**config.mk**
```make
export PLATFORM = sky130hd
export DESIGN_NAME = seq_chunk_adder_flat
export DESIGN_NICKNAME = d
export VERILOG_FILES = /design/src/rtl/seq_chunk_adder_if.sv /design/src/rtl/seq_chunk_adder.sv /design/src/flat_wrapper.sv
export SDC_FILE = /design/constraint.sdc
export NUM_CORES = 1
export LEC_CHECK = 0
export ABC_CLOCK_PERIOD_IN_PS = 7700
export CORE_ASPECT_RATIO = 0.6
export CORE_MARGIN = 2
export CORE_UTILIZATION = 55
export CTS_CLUSTER_DIAMETER = 30
export DETAILED_ROUTE_END_ITERATION = 8
export PLACE_DENSITY = 0.83
export SLEW_MARGIN = 5
export SYNTH_ARGS = -nofsm -noshare
export SYNTH_HDL_FRONTEND = slang
export SYNTH_SLANG_ARGS = --single-unit
```
**constraint.sdc**
```tcl
create_clock -name clk -period 7.7 [get_ports clk]
set_input_delay 1.155 -clock clk [delete_from_list [all_inputs] [get_ports clk]]
set_output_delay 1.155 -clock clk [all_outputs]
set_load 0.05 [all_outputs]
```
**src/rtl/seq_chunk_adder_if.sv**
```systemverilog
// Operand/result bundle for seq_chunk_adder: input valid/ready with operands, output
// valid/ready with result flags.
interface seq_chunk_adder_if #(
  parameter int unsigned WIDTH = 16
);
  logic             in_valid;
  logic             in_ready;
  logic [WIDTH-1:0] a;
  logic [WIDTH-1:0] b;
  logic             cin;
  logic             sub;
  logic             out_valid;
  logic             out_ready;
  logic [WIDTH-1:0] sum;
  logic             cout;
  logic             ovf;

  modport master (
    output in_valid, a, b, cin, sub, out_ready,
    input  in_ready, out_valid, sum, cout, ovf
  );

  modport slave (
    input  in_valid, a, b, cin, sub, out_ready,
    output in_ready, out_valid, sum, cout, ovf
  );
endinterface

```
**src/rtl/seq_chunk_adder.sv**
```systemverilog
// Multi-cycle adder/subtractor: a WIDTH-bit operation is processed CHUNK bits per clock,
// least-significant chunk first, with the carry registered between chunks.
module seq_chunk_adder #(
  parameter int unsigned WIDTH = 16,
  parameter int unsigned CHUNK = 4
) (
  input  logic             clk,
  input  logic             rst_n,
  seq_chunk_adder_if.slave bus
);

  localparam int unsigned SafeChunk = (CHUNK == 0) ? 1 : CHUNK;
  localparam int unsigned NCHUNK    = WIDTH / SafeChunk;
  localparam int unsigned IdxW      = (NCHUNK > 1) ? $clog2(NCHUNK) : 1;
  localparam logic [IdxW-1:0] LastIdx = IdxW'(NCHUNK - 1);

  if ((CHUNK == 0) || ((WIDTH % SafeChunk) != 0)) begin : g_cfg_err
    $error("seq_chunk_adder: WIDTH (%0d) must be a nonzero multiple of CHUNK (%0d)",
           WIDTH, CHUNK);
  end

  typedef enum logic [1:0] {
    StIdle,
    StBusy,
    StDone
  } state_e;

  state_e           state_q, state_d;
  logic [WIDTH-1:0] a_q, a_d;
  logic [WIDTH-1:0] b_q, b_d;       // b already inverted for subtract
  logic [WIDTH-1:0] r_q, r_d;       // partial result, filled chunk by chunk
  logic [WIDTH-1:0] sum_q, sum_d;
  logic             carry_q, carry_d;
  logic             sub_q, sub_d;
  logic             cout_q, cout_d;
  logic             ovf_q, ovf_d;
  logic [IdxW-1:0]  idx_q, idx_d;

  logic [31:0]      lsb;
  logic [CHUNK-1:0] a_chunk;
  logic [CHUNK-1:0] b_chunk;
  logic [CHUNK-1:0] r_chunk;
  logic             c_next;
  logic [WIDTH-1:0] r_next;

  // Chunk datapath for the current index.
  always_comb begin
    lsb     = 32'(idx_q) * CHUNK;
    a_chunk = CHUNK'(a_q >> lsb);
    b_chunk = CHUNK'(b_q >> lsb);
    {c_next, r_chunk} = {1'b0, a_chunk} + {1'b0, b_chunk} + {{CHUNK{1'b0}}, carry_q};
    r_next  = r_q | (WIDTH'(r_chunk) << lsb);
  end

  always_comb begin
    state_d = state_q;
    a_d     = a_q;
    b_d     = b_q;
    r_d     = r_q;
    carry_d = carry_q;
    sub_d   = sub_q;
    idx_d   = idx_q;
    sum_d   = sum_q;
    cout_d  = cout_q;
    ovf_d   = ovf_q;

    unique case (state_q)
      StIdle: begin
        if (bus.in_valid) begin
          a_d     = bus.a;
          b_d     = bus.sub ? ~bus.b : bus.b;
          carry_d = bus.sub ^ bus.cin;
          sub_d   = bus.sub;
          r_d     = '0;
          idx_d   = '0;
          state_d = StBusy;
        end
      end
      StBusy: begin
        carry_d = c_next;
        r_d     = r_next;
        idx_d   = idx_q + 1'b1;
        if (idx_q == LastIdx) begin
          idx_d   = '0;
          state_d = StDone;
          sum_d   = r_next;
          // Subtract reports borrow, the inverse of the final carry.
          cout_d  = sub_q ? ~c_next : c_next;
          ovf_d   = (a_q[WIDTH-1] == b_q[WIDTH-1]) && (r_next[WIDTH-1] != a_q[WIDTH-1]);
        end
      end
      StDone: begin
        if (bus.out_ready) begin
          state_d = StIdle;
        end
      end
      default: state_d = StIdle;
    endcase
  end

  always_ff @(posedge clk or negedge rst_n) begin
    if (!rst_n) begin
      state_q <= StIdle;
      a_q     <= '0;
      b_q     <= '0;
      r_q     <= '0;
      carry_q <= 1'b0;
      sub_q   <= 1'b0;
      idx_q   <= '0;
      sum_q   <= '0;
      cout_q  <= 1'b0;
      ovf_q   <= 1'b0;
    end else begin
      state_q <= state_d;
      a_q     <= a_d;
      b_q     <= b_d;
      r_q     <= r_d;
      carry_q <= carry_d;
      sub_q   <= sub_d;
      idx_q   <= idx_d;
      sum_q   <= sum_d;
      cout_q  <= cout_d;
      ovf_q   <= ovf_d;
    end
  end

  assign bus.in_ready  = (state_q == StIdle);
  assign bus.out_valid = (state_q == StDone);
  assign bus.sum       = sum_q;
  assign bus.cout      = cout_q;
  assign bus.ovf       = ovf_q;

endmodule

```
**src/flat_wrapper.sv**
```systemverilog
// flat-port wrapper written by rule: the top's interface ports become plain ports
module seq_chunk_adder_flat 
#(
  parameter int unsigned WIDTH = 16,
  parameter int unsigned CHUNK = 4
)
  (clk, rst_n, bus_in_valid, bus_a, bus_b, bus_cin, bus_sub, bus_out_ready, bus_in_ready, bus_out_valid, bus_sum, bus_cout, bus_ovf);
  seq_chunk_adder_if #(.WIDTH(WIDTH)) bus_i ();
  input  logic clk;
  input  logic rst_n;
  input wire logic [$bits(bus_i.in_valid)-1:0] bus_in_valid;
  input wire logic [$bits(bus_i.a)-1:0] bus_a;
  input wire logic [$bits(bus_i.b)-1:0] bus_b;
  input wire logic [$bits(bus_i.cin)-1:0] bus_cin;
  input wire logic [$bits(bus_i.sub)-1:0] bus_sub;
  input wire logic [$bits(bus_i.out_ready)-1:0] bus_out_ready;
  output wire logic [$bits(bus_i.in_ready)-1:0] bus_in_ready;
  output wire logic [$bits(bus_i.out_valid)-1:0] bus_out_valid;
  output wire logic [$bits(bus_i.sum)-1:0] bus_sum;
  output wire logic [$bits(bus_i.cout)-1:0] bus_cout;
  output wire logic [$bits(bus_i.ovf)-1:0] bus_ovf;
  assign bus_i.in_valid = bus_in_valid;
  assign bus_i.a = bus_a;
  assign bus_i.b = bus_b;
  assign bus_i.cin = bus_cin;
  assign bus_i.sub = bus_sub;
  assign bus_i.out_ready = bus_out_ready;
  assign bus_in_ready = bus_i.in_ready;
  assign bus_out_valid = bus_i.out_valid;
  assign bus_sum = bus_i.sum;
  assign bus_cout = bus_i.cout;
  assign bus_ovf = bus_i.ovf;
  seq_chunk_adder #(.WIDTH(WIDTH), .CHUNK(CHUNK)) u_core (.clk(clk), .rst_n(rst_n), .bus(bus_i));
endmodule
```
==> results.py <==
metrics = {
    "global_routing": {
        "globalRoute.totalOverflow": 0,
        "grt_util_all_layers_pct": 24.5,
        "via_count_of_the_first_global_routing_pass": 2421,
        "pin_count_of_the_biggest_net_entering_global_routing": 73,
        "grt_antenna_before_repair": 0,
        "grt_pass1_wl_um": 12500,
    },
    "timing": {
        "fin_skew_ps": 9.15,
        "final.setup.tns_ps": 0,
        "fmax_ghz": 0.304,
        "finalSetupViolations": 0,
        "fin_worst_hold_slack_ps": 481,
        "fin_crit_ps": 3290,
        "timing.final.max_slew_violations": 0,
        "final_hold_viol_count": 0,
        "timing.final.ws_setup_ps": 4410,
        "setup_repair_after_global_routing_missed_its_margin": "no",
        "max_slew.worst_pin.slew_ps": 1090,
        "slew_headroom_pct": 27.3,
        "layout_worst_path_cycle_share_pct": 42.7,
    },
    "min_path": {
        "hp-class": "reg2reg",
        "worstHoldStart": "u_core.a_q[10]$_DFFE_PN0P_",
        "min_delay_path_depth": 2,
        "hold_path_end": "u_core.a_q[10]$_DFFE_PN0P_",
    },
    "yosys": {
        "cell_area_after_synthesis_sq_um": 3360,
        "yosys_warnings": 0,
        "synth_cell_type_count": 36,
        "syn_nets": 373,
        "synth_area_per_cell_sq_um": 10.2,
        "synth_seq_area_share_pct": 53.7,
        "synth.ff_latch_count": 72,
        "synth_cells": 329,
    },
    "worst_setup_path": {
        "worst_r2r_path_depth": 7,
        "critical_path.endpoint_type": "flop",
        "crit_path_required_time_ps": 7890,
        "worst_setup_path_start_kind": "flop",
        "rr_startpoint": "u_core.idx_q[0]$_DFFE_PN0P_",
        "reg2reg_to": "u_core.bus.cout$_DFFE_PN0P_",
        "crit_type": "reg2reg",
        "rrSetupSlack_ps": 4410,
        "arrival_ps": 3480,
        "path_max_fanout": 18,
    },
    "finish": {
        "antenna_cells_inserted": 0,
        "instances_no_fill": 459,
        "drive_gt1_share_pct": 7.39,
        "areaGrowthSynthToFinish_pct": 21.5,
        "finalNetCount": 418,
        "finish.utilization_pct": 71.2,
    },
    "clocking": {
        "tritoncts.num_buffers": 9,
        "cts_repair_resize_count": 0,
        "cts_num_sinks": 72,
        "post_cts_setup_buffers": 0,
        "postCtsHoldBufs": 0,
        "clock_latency_ps": 340,
        "htree_levels": 3,
        "tritoncts_clock_tree": "done",
        "clk_path_buf_depth": 2,
        "cts_root_buf": "sky130_fd_sc_hd__clkbuf_8",
        "clkTransAtPathRegs_ps": 80,
    },
    "placed_design": {
        "place.gp.congestion": 0.842,
        "port_buffers": 57,
        "placed_cells": 443,
        "detailed_place_hpwl_um": 5160,
        "preCtsSetupSlack_ps": 4450,
    },
    "power": {
        "cellPowerDensity_nw_per_um2": 502,
        "leakagePower_uw": 0.00184,
        "vdd.ir_drop.worst_uv": 412,
    },
    "status": {
        "result_of_the_run": "complete, no violations",
    },
    "floorplanning": {
        "initial_core_util_pct": 58.6,
        "die_width_um": 105,
        "floorplan.rows": 21,
        "fp.dieArea_sq_um": 6760,
        "top_level_pins": 58,
        "core_area_sq_um": 5730,
        "dieHeight_um": 64.5,
    },
    "routing": {
        "drt_pre_antenna_iters": 4,
        "via_per_inst": 5.44,
        "routed-via-count": 2497,
        "route.detailed.drc": 0,
        "drt_first_iter_violations": 185,
        "finalWirelength_um": 7420,
        "wl_per_cell_um": 16.2,
        "detail-route-antenna-nets": 0,
    },
    "job": {
        "maxCapViolations": 0,
    },
}
## how the worst max path moves through the flow
| stage | start | endpoint | slack, ps | cells after the start |
|---|---|---|---|---|
| floorplan | u_core.idx_q[0]$_DFFE_PN0P_ | u_core.bus.cout$_DFFE_PN0P_ | 4910 | 9 |
| global placement | u_core.idx_q[0]$_DFFE_PN0P_ | u_core.r_q[6]$_DFFE_PN0P_ | 4610 | 7 |
| detailed placement | u_core.idx_q[0]$_DFFE_PN0P_ | u_core.bus.cout$_DFFE_PN0P_ | 4450 | 7 |
| CTS | u_core.idx_q[0]$_DFFE_PN0P_ | u_core.bus.cout$_DFFE_PN0P_ | 4400 | 7 |
| global route | u_core.idx_q[0]$_DFFE_PN0P_ | u_core.r_q[2]$_DFFE_PN0P_ | 4220 | 7 |
| finish | u_core.idx_q[0]$_DFFE_PN0P_ | u_core.bus.cout$_DFFE_PN0P_ | 4410 | 7 |
## registers in the layout, summed over array words and instances (netlist names)
signal           count
u_core.a_q          16
u_core.b_q          16
u_core.bus.sum      16
u_core.r_q          16
u_core.idx_q         2
u_core.state_q       2
u_core.bus.cout      1
u_core.bus.ovf       1
u_core.carry_q       1
u_core.sub_q         1
## layer usage
metal / GRT usage [%] / part of all wire [%]
met5: 0 / 0
met4: 7.83 / 0.69
met2: 34.5 / 44
met1: 36.9 / 47
met3: 6.54 / 8.5
## stage by stage
| stage | power [uW] | cell area, sq um |
|---|---|---|
| after floorplan | 1490 | 3360 |
| after global placement | 1730 | 3910 |
| after detailed placement | 1780 | 3910 |
| after CTS | 2050 | 4080 |
| after global routing | 2190 | 4080 |
| final | 2050 | 4080 |
## report_power, final
| part | leakage, uW | switching [uW] | total, uW | internal (uW) |
|---|---|---|---|---|
| clock | 0.0000899 | 131 | 254 | 124 |
| combinational | 0.000836 | 693 | 1110 | 421 |
| sequential | 0.000912 | 131 | 679 | 548 |
| total | 0.00184 | 954 | 2050 | 1090 |
## worst max-delay path, stage by stage (launching register included)
cell	delay [ps]
sky130_fd_sc_hd__dfrtp_1	860
sky130_fd_sc_hd__mux4_2	630
sky130_fd_sc_hd__fa_1	460
sky130_fd_sc_hd__fa_1	450
sky130_fd_sc_hd__a21o_1	210
sky130_fd_sc_hd__a21oi_1	260
sky130_fd_sc_hd__xor2_1	180
sky130_fd_sc_hd__o21ai_1	80
## cells in the mapped netlist (all sizes together)
library cell / n / area (sq um)
nand4b: 2 / 17.5
clkbuf: 14 / 55.1
and2: 4 / 27.5
nand2: 87 / 327
o31ai: 1 / 7.51
nand3: 2 / 10.0
a41o: 1 / 10.0
nand2b: 2 / 12.5
xnor2: 18 / 158
o22a: 1 / 8.76
mux2i: 3 / 30.0
and4b: 1 / 10.0
o21ai: 35 / 175
fa: 2 / 40.0
a32o: 3 / 30.0
a311oi: 1 / 26.3
ha: 4 / 50.1
mux4: 8 / 180
a21o: 2 / 15.0
xor2: 3 / 26.3
a31oi: 9 / 56.3
inv: 1 / 3.75
nor2: 16 / 60.1
dfrtp: 72 / 1800
buf: 11 / 70.1
nor2b: 2 / 12.5
o221ai: 1 / 8.76
a21oi: 20 / 100
and2b: 1 / 7.51
mux2: 1 / 11.3
a211oi: 1 / 7.51
## cells in the final DEF (no fill, tap or decap), types with 4 or more instances in the layout
cell	synthesis	layout
sky130_fd_sc_hd__nand2_1	87	87
sky130_fd_sc_hd__dfrtp_1	72	72
sky130_fd_sc_hd__clkdlybuf4s50_1	0	56
sky130_fd_sc_hd__o21ai_0	23	23
sky130_fd_sc_hd__a21oi_1	20	20
sky130_fd_sc_hd__xnor2_1	18	18
sky130_fd_sc_hd__nor2_1	16	16
sky130_fd_sc_hd__o21ai_1	12	12
sky130_fd_sc_hd__clkbuf_8	0	10
sky130_fd_sc_hd__a31oi_1	9	9
sky130_fd_sc_hd__mux4_2	8	8
sky130_fd_sc_hd__ha_1	4	4
sky130_fd_sc_hd__clkinv_2	0	4
## cell families after synthesis
kind of cell | synth area share, %
simple gates | 14.4
compound gates | 13.3
flops | 53.7
buf+inv | 3.84
xor+xnor | 5.48
mux | 6.60
fa+ha+maj | 2.68
## area by class of cell
class | count | area [sq um]
well taps | 80 | 100
repair buffers | 59 | 581
multi-input cells | 231 | 1430
clock inverters | 4 | 20.0
inverters | 1 | 3.75
flip-flops and latches | 72 | 1800
fillers | 439 | 1650
clock buffers | 12 | 145
(Power assumes the default switching activity.)
